File: src/rtl/alu_console_seq.sv
`timescale 1ns/1ps
`default_nettype none
// ============================================================================
// Module   : alu_console_seq
// Purpose  : Board console front end. Conditions four push-buttons
//            (synchroniser + debounce + rising-edge pulse), captures signed
//            operands A/B and an opcode from the switches, runs a small ALU
//            and registers the result with status flags for the LED bank.
//            Direct mode uses one button per register; guided mode walks
//            A -> B -> Op -> SHOW on a single button.
// Ports    : clk    - system clock, rising edge
//            rst_n  - synchronous reset, active low
//            valor  - switch value used for every capture
//            btn    - raw buttons [0] A/step [1] B [2] Op [3] execute
//            mode   - 0 direct, 1 guided (asynchronous, synchronised here)
//            leds   - registered result
//            flags  - {err, ovf, carry, zero} of last executed op
//            valid  - result registered since last capture / mode change
//            state  - guided FSM state, 00 in direct mode
// Revision : 1.0 - initial release
// ============================================================================
module alu_console_seq #(
  parameter int SIZE    = 8,
  parameter int OP_W    = 6,
  parameter int DEB_CYC = 4
) (
  input  logic            clk,
  input  logic            rst_n,
  input  logic [SIZE-1:0] valor,
  input  logic [3:0]      btn,
  input  logic            mode,
  output logic [SIZE-1:0] leds,
  output logic [3:0]      flags,
  output logic            valid,
  output logic [1:0]      state
);

  localparam int CW = $clog2(DEB_CYC + 1);

  localparam logic [OP_W-1:0] OP_SRL = OP_W'(6'b000010);
  localparam logic [OP_W-1:0] OP_SRA = OP_W'(6'b000011);
  localparam logic [OP_W-1:0] OP_ADD = OP_W'(6'b100000);
  localparam logic [OP_W-1:0] OP_SUB = OP_W'(6'b100010);
  localparam logic [OP_W-1:0] OP_AND = OP_W'(6'b100100);
  localparam logic [OP_W-1:0] OP_OR  = OP_W'(6'b100101);
  localparam logic [OP_W-1:0] OP_XOR = OP_W'(6'b100110);
  localparam logic [OP_W-1:0] OP_NOR = OP_W'(6'b100111);

  localparam logic [SIZE-1:0] SIZE_V = SIZE'(SIZE);

  typedef enum logic [1:0] {
    WAIT_A  = 2'b00,
    WAIT_B  = 2'b01,
    WAIT_OP = 2'b10,
    SHOW    = 2'b11
  } gstate_t;

  // --------------------------------------------------------------------------
  // Button conditioning
  // --------------------------------------------------------------------------
  logic [3:0] btn_s1, btn_s2;
  logic [3:0] stable, stable_d;
  logic [3:0] press;
  logic       mode_s1, mode_s2;

  always_ff @(posedge clk) begin
    if (!rst_n) begin
      btn_s1   <= '0;
      btn_s2   <= '0;
      stable_d <= '0;
      mode_s1  <= 1'b0;
      mode_s2  <= 1'b0;
    end else begin
      btn_s1   <= btn;
      btn_s2   <= btn_s1;
      stable_d <= stable;
      mode_s1  <= mode;
      mode_s2  <= mode_s1;
    end
  end

  genvar gi;
  generate
    for (gi = 0; gi < 4; gi++) begin : g_deb
      logic [CW-1:0] cnt;
      logic          stable_r;

      // The counter only advances while the synchronised level disagrees
      // with the accepted level; any agreeing sample restarts the count, so
      // a new level needs DEB_CYC+1 consecutive disagreeing samples.
      always_ff @(posedge clk) begin
        if (!rst_n) begin
          cnt      <= '0;
          stable_r <= 1'b0;
        end else if (btn_s2[gi] == stable_r) begin
          cnt <= '0;
        end else if (cnt == CW'(DEB_CYC)) begin
          stable_r <= btn_s2[gi];
          cnt      <= '0;
        end else begin
          cnt <= cnt + 1'b1;
        end
      end

      assign stable[gi] = stable_r;
    end
  endgenerate

  assign press = stable & ~stable_d;

  // The synchronised mode is about to change on this edge.
  logic mode_chg;
  assign mode_chg = mode_s1 ^ mode_s2;

  // --------------------------------------------------------------------------
  // Registers
  // --------------------------------------------------------------------------
  logic [SIZE-1:0] a, b, a_n, b_n, leds_n;
  logic [OP_W-1:0] op, op_n, valor_op;
  logic [3:0]      flags_n;
  logic            valid_n;
  gstate_t         st, st_n;

  assign valor_op = OP_W'(valor);

  // --------------------------------------------------------------------------
  // ALU: in guided WAIT_OP the opcode comes straight from the switches so
  // the result is produced on the same edge that captures it.
  // --------------------------------------------------------------------------
  logic [OP_W-1:0] alu_op;
  logic [SIZE-1:0] res, diff;
  logic [SIZE:0]   sum_ext;
  logic            err, ovf, carry, zero;

  assign alu_op = (mode_s2 && (st == WAIT_OP)) ? valor_op : op;

  always_comb begin
    res     = '0;
    err     = 1'b0;
    ovf     = 1'b0;
    carry   = 1'b0;
    sum_ext = {1'b0, a} + {1'b0, b};
    diff    = a - b;
    case (alu_op)
      OP_ADD: begin
        res   = sum_ext[SIZE-1:0];
        carry = sum_ext[SIZE];
        ovf   = (a[SIZE-1] == b[SIZE-1]) && (sum_ext[SIZE-1] != a[SIZE-1]);
      end
      OP_SUB: begin
        res   = diff;
        carry = (a < b);
        ovf   = (a[SIZE-1] != b[SIZE-1]) && (diff[SIZE-1] != a[SIZE-1]);
      end
      OP_AND: res = a & b;
      OP_OR:  res = a | b;
      OP_XOR: res = a ^ b;
      OP_NOR: res = ~(a | b);
      OP_SRL: res = (b >= SIZE_V) ? '0 : (a >> b);
      OP_SRA: res = (b >= SIZE_V) ? {SIZE{a[SIZE-1]}} : SIZE'($signed(a) >>> b);
      default: err = 1'b1;
    endcase
    zero = (res == '0);
  end

  // --------------------------------------------------------------------------
  // Next-state / datapath control
  // --------------------------------------------------------------------------
  always_comb begin
    a_n     = a;
    b_n     = b;
    op_n    = op;
    leds_n  = leds;
    flags_n = flags;
    valid_n = valid;
    st_n    = st;
    if (mode_chg) begin
      st_n    = WAIT_A;
      valid_n = 1'b0;
    end else if (!mode_s2) begin
      // Execute sees the registers before any same-edge capture; a capture
      // then overrides valid.
      if (press[3]) begin
        leds_n  = res;
        flags_n = {err, ovf, carry, zero};
        valid_n = 1'b1;
      end
      if (press[0]) a_n  = valor;
      if (press[1]) b_n  = valor;
      if (press[2]) op_n = valor_op;
      if (|press[2:0]) valid_n = 1'b0;
    end else if (press[0]) begin
      case (st)
        WAIT_A: begin
          a_n     = valor;
          valid_n = 1'b0;
          st_n    = WAIT_B;
        end
        WAIT_B: begin
          b_n  = valor;
          st_n = WAIT_OP;
        end
        WAIT_OP: begin
          op_n    = valor_op;
          leds_n  = res;
          flags_n = {err, ovf, carry, zero};
          valid_n = 1'b1;
          st_n    = SHOW;
        end
        default: st_n = WAIT_A;
      endcase
    end
  end

  always_ff @(posedge clk) begin
    if (!rst_n) begin
      a     <= '0;
      b     <= '0;
      op    <= '0;
      leds  <= '0;
      flags <= '0;
      valid <= 1'b0;
      st    <= WAIT_A;
    end else begin
      a     <= a_n;
      b     <= b_n;
      op    <= op_n;
      leds  <= leds_n;
      flags <= flags_n;
      valid <= valid_n;
      st    <= st_n;
    end
  end

  assign state = mode_s2 ? st : WAIT_A;

endmodule
`default_nettype wire

File: config.mk
export PLATFORM = sky130hd
export DESIGN_NAME = alu_console_seq
export DESIGN_NICKNAME = d
export VERILOG_FILES = /design/src/rtl/alu_console_seq.sv
export SDC_FILE = /design/constraint.sdc
export NUM_CORES = 1
export LEC_CHECK = 0
export CORE_ASPECT_RATIO = 0.6
export CORE_MARGIN = 2
export CORE_UTILIZATION = 50
export DETAILED_ROUTE_END_ITERATION = 8
export GPL_TIMING_DRIVEN = 0
export PLACE_DENSITY = 0.69
export SETUP_SLACK_MARGIN = 0.2
export SYNTH_ARGS = -nofsm -noshare
export SYNTH_HDL_FRONTEND = slang
export SYNTH_SLANG_ARGS = --single-unit
File: constraint.sdc
create_clock -name clk -period 5.9 [get_ports clk]
set_input_delay 1.18 -clock clk [delete_from_list [all_inputs] [get_ports clk]]
set_output_delay 1.18 -clock clk [all_outputs]
set_load 0.05 [all_outputs]
After elaboration in Yosys (flattened, before gate mapping) --
Index checks and enable logic that the tools add are counted.
Storage, ports and cells: register bits 67, bits of input ports 15, output and inout port bits 15, word-level logic and storage cells 130
Operators by class: $add $sub $neg 6, $lt $le $gt $ge 2, equality and inequality tests 27, shift operators 2, muxes and demuxes 34, bitwise gates (word level) 13, reduce and logical (&&, ||, !) cells 26
Operators with widths (count):
- 8-bit two-way mux | 14
- 8-bit one-hot mux with 8 select lines | 1
- 6-bit equality test, second input constant | 6
- 6-bit two-way mux | 5
- 4-bit two-way mux | 4
- 3-bit OR reduction | 5
- 3-bit by 1-bit adder with 3-bit output, second input constant | 4
- 3-bit equality test, second input constant | 4
- 6-bit by 2-bit equality test with 1-bit output, second input constant | 2
- 4-bit AND reduction | 3
- 2-bit AND reduction | 5
- 8-bit by 8-bit adder with 9-bit output | 1
- 8-bit AND | 1
- 8-bit by 4-bit >= comparator with 1-bit output, second input constant | 1
- 8-bit zero test | 1
- 8-bit < comparator | 1
- 8-bit NOT | 1
- 8-bit bitwise OR | 1
- 8-bit OR reduction | 1
- 8-bit by 8-bit >> shifter with 8-bit output | 1
- 8-bit by 8-bit >>> shifter with 8-bit output | 1
- 8-bit subtractor | 1
- 8-bit bitwise XOR | 1
- 2-bit by 1-bit inequality test with 1-bit output, second input constant | 3
- 20 further kinds | 42

Longest topological paths before layout --
Gate-level depths: netlist (run 1).
word-level depth 9, gate-level depth with buffers 12, mapped depth without buffers 11

Worst setup path before layout (run 1) --
No wires, ideal clock.
kind input -> register, start input port valor[1], end register flags[0], setup time 84 ps, arrival time 3410 ps, required time 5816 ps, slack 2406 ps, stages 10, buffers on the path 2, path through buf_2 nor4bb_1 or2_1 clkbuf_1 a21boi_0 o22ai_1 a221o_1 or4b_1 or4_1 o31ai_2
On the way: word-level cells in the longest chain between the ends 7, elaborated cells on any way between the ends 15, those cells by class 8 x eq/ne; 6 x mux; 1 x reduce/logical
Ends and longest elaborated chain:
- start, declared | RTL line 29 | input logic [SIZE-1:0] valor,
- 6-bit two-way mux (*) | RTL line 135 | assign alu_op = (mode_s2 && (st == WAIT_OP)) ? valor_op : op;
- 6-bit by 2-bit equality test with 1-bit output / 6-bit equality test (equally long branches) | RTL line 144 | case (alu_op)
- 8-bit one-hot mux with 8 select lines (*) | RTL line 144
- 8-bit zero test (*) | RTL line 163 | zero = (res == '0);
- 4-bit two-way mux | RTL line 193 | case (st)
- 4-bit two-way mux | RTL line 192 | end else if (press[0]) begin
- 4-bit two-way mux (*) | RTL line 180 | end else if (!mode_s2) begin
- end signal, assigned | RTL line 229 | flags <= flags_n;
- end, declared | RTL line 33 | output logic [3:0] flags,
Every way passes the cells marked *; elsewhere a longest branch is shown, timed or not. The select of a mux whose other input is x is not followed. A chain may end at the register's enable or synchronous reset.

Worst setup path after layout (run 1) --
start input port valor[0], end register flags[0]
The elaborated chain is that of the path after synthesis.

==> impl_metrics.tcl, run 1 <==
set metrics [dict create \
    pre_cts_slack_ns 1.35 \
    ys_types 79 \
    vias 4305 \
    yosysSeqAreaShare_pct 28.6 \
    drive_above_1_share_pct 8.98 \
    max_freq_ghz 0.229 \
    slew_viol_final 0 \
    initial_core_util_pct 51.3 \
    fin_crit_ns 4.36 \
    cp.arrival_ns 4.61 \
    p_leak_nw 2.16 \
    setup_viol 0 \
    diodes 0 \
    die_w_um 129 \
    place_congestion 1.00 \
    synth-warning-count 0 \
    cts_buffers 9 \
    grt_overflow_total 0 \
    synthTopCellsByCount "dfxtp_1, nand2_1, inv_1" \
    setup_tns_ns 0 \
    grt_use_total_pct 28.0 \
    postRouteAntennaNets 0 \
    slew_headroom_pct 24.4 \
    crit_required_ns 6.15 \
    dp_hpwl_um 10600 \
    cts_resized 0 \
    min_period_over_period_pct 73.9 \
    startpoint_type "primary input" \
    antenna_found_initial 0 \
    portBuffers 28 \
    drtIter0Drc 377 \
    status "finished, final reports clean" \
    rsz0062_at_grt "no" \
    grt_pass1_wl_um 22000 \
    grt_max_degree 14 \
    routed_via_density 5.98 \
    synth_top_area_share_pct 28.6 \
    cts-root-buf "clkbuf_16" \
    netlist_instances 545 \
    dieArea_um2 10200 \
    critPathCaptureType "register" \
    clk_latency_ns 0.33 \
    stdcell_count 720 \
    synth.area.top_cells "dfxtp_1, ha_1, mux2i_1" \
    critPathKind "primary input to register" \
    max_slew.worst_pin.slew_ns 1.13 \
    postCtsSetupBuffers 0 \
    power_density_nw_per_um2 187 \
    pwr-share-seq_pct 45.0 \
    path_max_fanout 8 \
    io_pins 30 \
    synth.most_common_cell "dfxtp_1" \
    dp.cells 703 \
    area_growth_pct 15.8 \
    ys_seq_elements 67 \
    peakVddDrop_mv 0.131 \
    comb_power_share_pct 3.9 \
    cts_sinks 67 \
    drt-wirelength-per-cell_um 18.8 \
    swShare_pct 22.7 \
    clkTransAtPathRegs_ns 0.06 \
    p_int_uw 787 \
    power_switching_uw 232 \
    finalNetCount 639 \
    synth_edf_count 0 \
    skew_ns 0.0109 \
    syn_nets 599 \
    cap_violations 0 \
    synth-main-ff-cell "dfxtp_1" \
    yosys.area.top_type "dfxtp_1" \
    setup_ws_ns 1.54 \
    wirelength_um 13500 \
    syn-cell-area_um2 4690 \
    synthArstFlopShare_pct 0 \
    drc 0 \
    clockPowerShare_pct 51.1 \
    num_rows 27 \
    hold_viol 0 \
    hold_path_class "register to register" \
    p_total_mw 1.02 \
    grt_pass1_vias 4061 \
    cts_tree "built" \
    cts_buffer_depth 2 \
    holdBufCountCts 0 \
    die_h_um 79.1 \
    dr.pass1.iters 5 \
    fp.coreArea_um2 9160 \
    syn_area_per_cell_um2 8.61 \
    cts_max_level 3 \
]
-- per-layer routing --
layer  vias up  wire [µm]  GRT usage [%]  share of wire [%]
met1      2068       6840           43.1                 50
met2       194       5230           38.5                 39
met5         -          0              0                  0
met3         6       1420           8.69                 11
li1       2037          -              -                  -
met4         0         54           4.35               0.40
-- critical path: stages --
cell,delay (ns)
clkdlybuf4s50_1,0.61
nor4bb_1,0.14
or2_1,0.24
clkbuf_1,0.22
o21ai_0,0.33
o2bb2ai_1,0.23
a2111oi_2,0.47
or4b_1,0.48
or4_1,0.49
o31ai_2,0.23
-- final timing paths --
check	from	to	slack (ns)	cells after the start
worst max-delay path	valor[0]	flags[0]$_SDFFE_PN0P_	1.54	10
worst min-delay path	btn_s1[1]$_SDFF_PN0_	btn_s2[1]$_SDFF_PN0_	0.43	1
worst min register to register	btn_s1[1]$_SDFF_PN0_	btn_s2[1]$_SDFF_PN0_	0.43	1
worst max register to register	b[1]$_SDFFE_PN0P_	flags[0]$_SDFFE_PN0P_	1.67	11
-- layout make-up --
cell class              instances  area [µm²]
inverters                      41         154
clock buffers                  11         253
fillers                       838        3720
clock inverters                 5        42.5
plain buffers                  21         115
multi-input cells             416        3080
repair buffers                 29         285
flip-flops and latches         67        1340
well taps                     130         163
-- per-stage QoR --
| step | utilization, % | cell area, µm² | hold WS [ns] |
|---|---|---|---|
| 2_1_floorplan | - | 4690 | 0.412 |
| 3_5_place_dp | 56.1 | 5140 | 0.421 |
| 6_report | 59.4 | 5440 | 0.433 |
| 3_3_place_gp | 56.1 | 5140 | 0.416 |
| 5_1_grt | 59.4 | 5440 | 0.439 |
| 4_1_cts | 59.3 | 5430 | 0.435 |
-- registers in the layout, summed over array words and instances, names as in the netlist --
signal          flops
mode_s2             1
op                  6
flags               4
g_deb.stable_r      4
stable_d            4
valid               1
btn_s2              4
btn_s1              4
b                   8
mode_s1             1
leds                8
st                  2
a                   8
g_deb.cnt          12
-- cell families after synthesis --
kind of cell               share of synthesized area [%]
DFF                                                 28.6
muxes                                               10.8
and+or+nand+nor                                     21.8
xor gates and xnor gates                           0.746
AOI/OAI and AO/OA                                   21.6
buffers and inverters                               5.73
adders and majority gates                           10.7
-- power by group through the flow --
| stage | clock, mW | combinational [mW] | sequential, mW |
|---|---|---|---|
| 2_1_floorplan | 0 | 0.0190 | 0.469 |
| 3_3_place_gp | 0 | 0.0383 | 0.469 |
| 3_5_place_dp | 0 | 0.0392 | 0.469 |
| 4_1_cts | 0.528 | 0.0395 | 0.459 |
| 5_1_grt | 0.552 | 0.0434 | 0.459 |
| 6_report | 0.520 | 0.0398 | 0.459 |
-- cells in the final DEF (no fill, tap or decap), types with 4 or more instances in the layout --
cell,n
nor2_1,34
a211oi_1,7
or4_1,4
xor2_1,4
a221o_1,4
nor2b_1,25
a21oi_1,26
o211ai_1,4
nand3_1,8
mux2i_1,35
clkbuf_1,12
inv_1,41
a21boi_0,10
buf_4,5
ha_1,37
clkbuf_16,9
and2_1,27
dfxtp_1,67
o21ai_0,25
nor3_1,4
a221oi_1,6
a22oi_1,7
o22ai_1,4
nand2b_1,8
o211a_1,6
mux4_2,6
nand2_1,52
clkdlybuf4s50_1,28
(Power assumes the default switching activity.)
==> inputs of run 2 (changes only) <==
- clock period: 5.9 -> 4.35 ns (I/O delays scaled with it)
==> impl_metrics.tcl, run 2 (same netlist as run 1, synthesis figures left out) <==
set metrics [dict create \
    dp.cells 703 \
    startpoint_type "primary input" \
    clockPowerShare_pct 50.9 \
    cts_tree "built" \
    timing.critical_path.from "valor[0]" \
    wirelength_um 13500 \
    critPathKind "primary input to register" \
    comb_power_share_pct 3.9 \
    fin_area_um2 5460 \
    peakVddDrop_mv 0.177 \
    drtIter0Drc 456 \
    hold_viol 0 \
    power_switching_uw 311 \
    placed_cell_area_um2 5140 \
    clk_latency_ns 0.33 \
    p_int_mw 1.07 \
    holdBufCountCts 0 \
    io_pins 30 \
    cp_cell_sequence "clkdlybuf4s50_1, nor4bb_1, or2_1, clkbuf_1, o21ai_0, o2bb2ai_1, a2111oi_4, or4b_1, or4_1, o31ai_2" \
    final_cell_mix "dfxtp_1, nand2_1, inv_1, ha_1, mux2i_1" \
    reg2regPathDepth 10 \
    cts_buffer_depth 2 \
    endpoint "flags[0]$_SDFFE_PN0P_" \
    regMostFlops "g_deb.cnt" \
    crit_required_ns 4.60 \
    place_congestion 1.00 \
    stdcell_count 719 \
    initial_core_util_pct 51.3 \
    power_density_nw_per_um2 253 \
    cts-root-buf "clkbuf_16" \
    die_w_um 129 \
    cap_violations 0 \
    cts_max_level 3 \
    drt-wirelength-per-cell_um 18.8 \
    cts_sinks 67 \
    grt_pass1_vias 4061 \
    critPathCaptureType "register" \
    cts_buffers 9 \
    swShare_pct 22.5 \
    diodes 0 \
    grt_use_total_pct 28.0 \
    grt_overflow_total 0 \
    hold_path_class "register to register" \
    fin_util_pct 59.6 \
    hold_ws_ns 0.433 \
    min_period_over_period_pct 90.7 \
    hp-start "btn_s1[1]$_SDFF_PN0_" \
    worstReg2RegEnd "flags[0]$_SDFFE_PN0P_" \
    grt_max_degree 14 \
    vias 4318 \
    finalNetCount 638 \
    clkTransAtPathRegs_ns 0.06 \
    setup_viol 0 \
    routed_via_density 6.01 \
    dp_hpwl_um 10600 \
    pwr-share-seq_pct 45.1 \
    setup_tns_ns 0 \
    area_growth_pct 16.2 \
    portBuffers 28 \
    slew_viol_final 0 \
    grt_pass1_wl_um 22000 \
    cp.arrival_ns 4.20 \
    r2r-start "b[0]$_SDFFE_PN0P_" \
    max_freq_ghz 0.253 \
    drive_above_1_share_pct 9.34 \
    slew_headroom_pct 25.0 \
    dr.pass1.iters 5 \
    fin_crit_ns 3.95 \
    die_h_um 79.1 \
    critPathMaxStageDelay_ns 0.60 \
    largest_reg_flops 12 \
    layout_commonest_cell "dfxtp_1" \
    postCtsSetupBuffers 0 \
    num_rows 27 \
    fp.coreArea_um2 9160 \
    drc 0 \
    dieArea_um2 10200 \
    path_max_fanout 8 \
    reg2reg_setup_slack_ns 0.66 \
    status "finished, final reports clean" \
    max_slew.worst_pin.slew_ns 1.13 \
    skew_ns 0.0101 \
    antenna_found_initial 0 \
    postRouteAntennaNets 0 \
    p_leak_nw 2.16 \
    rsz0062_at_grt "no" \
    slowest_stage "clkdlybuf4s50_1" \
]
-- run 2: cell types whose count changed in the layout (fill, tap and decap cells not counted), sizes merged --
cell / previous run / this run
clkbuf: 23 / 22
-- run 2: stage by stage --
stage / worst slack, ns / power [mW]
6_report: 0.403 / 1.38
5_1_grt: 0.298 / 1.43
4_1_cts: 0.252 / 1.39
3_5_place_dp: 0.112 / 0.689
3_3_place_gp: 0.0473 / 0.688
2_1_floorplan: 0.956 / 0.662
-- run 2: final cells by class --
| cell class | count | area, µm² |
|---|---|---|
| fillers | 834 | 3700 |
| multi-input cells | 416 | 3110 |
| flip-flops and latches | 67 | 1340 |
| repair buffers | 29 | 285 |
| clock buffers | 11 | 253 |
| well taps | 130 | 163 |
| inverters | 41 | 154 |
| plain buffers | 20 | 111 |
| clock inverters | 5 | 42.5 |
-- run 2: critical path: cells and delay by family --
kind                   cells  cell delay [ns]
AOI/OAI and AO/OA          4             1.17
buffers and inverters      2             0.82
and+or+nand+nor            4             1.34
-- run 2: worst min path at each step --
| stage | to | slack, ns | cells after the start |
|---|---|---|---|
| finish | btn_s2[1]$_SDFF_PN0_ | 0.43 | 1 |
| global route | btn_s2[1]$_SDFF_PN0_ | 0.44 | 1 |
| CTS | btn_s2[1]$_SDFF_PN0_ | 0.44 | 1 |
| detailed placement | btn_s2[1]$_SDFF_PN0_ | 0.42 | 1 |
| global placement | btn_s2[0]$_SDFF_PN0_ | 0.42 | 1 |
| floorplan | btn_s2[0]$_SDFF_PN0_ | 0.41 | 1 |
-- run 2: routing by layer --
metal  GRT usage, %  part of all wire, %  routed length [µm]  vias to the layer above
li1               -                    -                   -                     2031
met2           38.5                   39                5220                      205
met1           43.1                   50                6710                     2071
met5              0                    0                   0                        -
met3           8.69                   11                1480                       11
met4           4.35                 0.59                  80                        0
-- run 2: power by group through the flow --
stage	sequential, mW	clock, mW	combinational (mW)
final	0.623	0.702	0.0539
after global routing	0.623	0.749	0.0588
after CTS	0.622	0.716	0.0536
after detailed placement	0.636	0	0.0532
after global placement	0.636	0	0.0520
after floorplan	0.636	0	0.0257
-- run 2: what timing repair did --
| action | in CTS | in global routing |
|---|---|---|
| hold endpoints to repair | 0 | 0 |
| endpoints found under the setup margin | 0 | 1 |
| resized for setup | 0 | 3 |
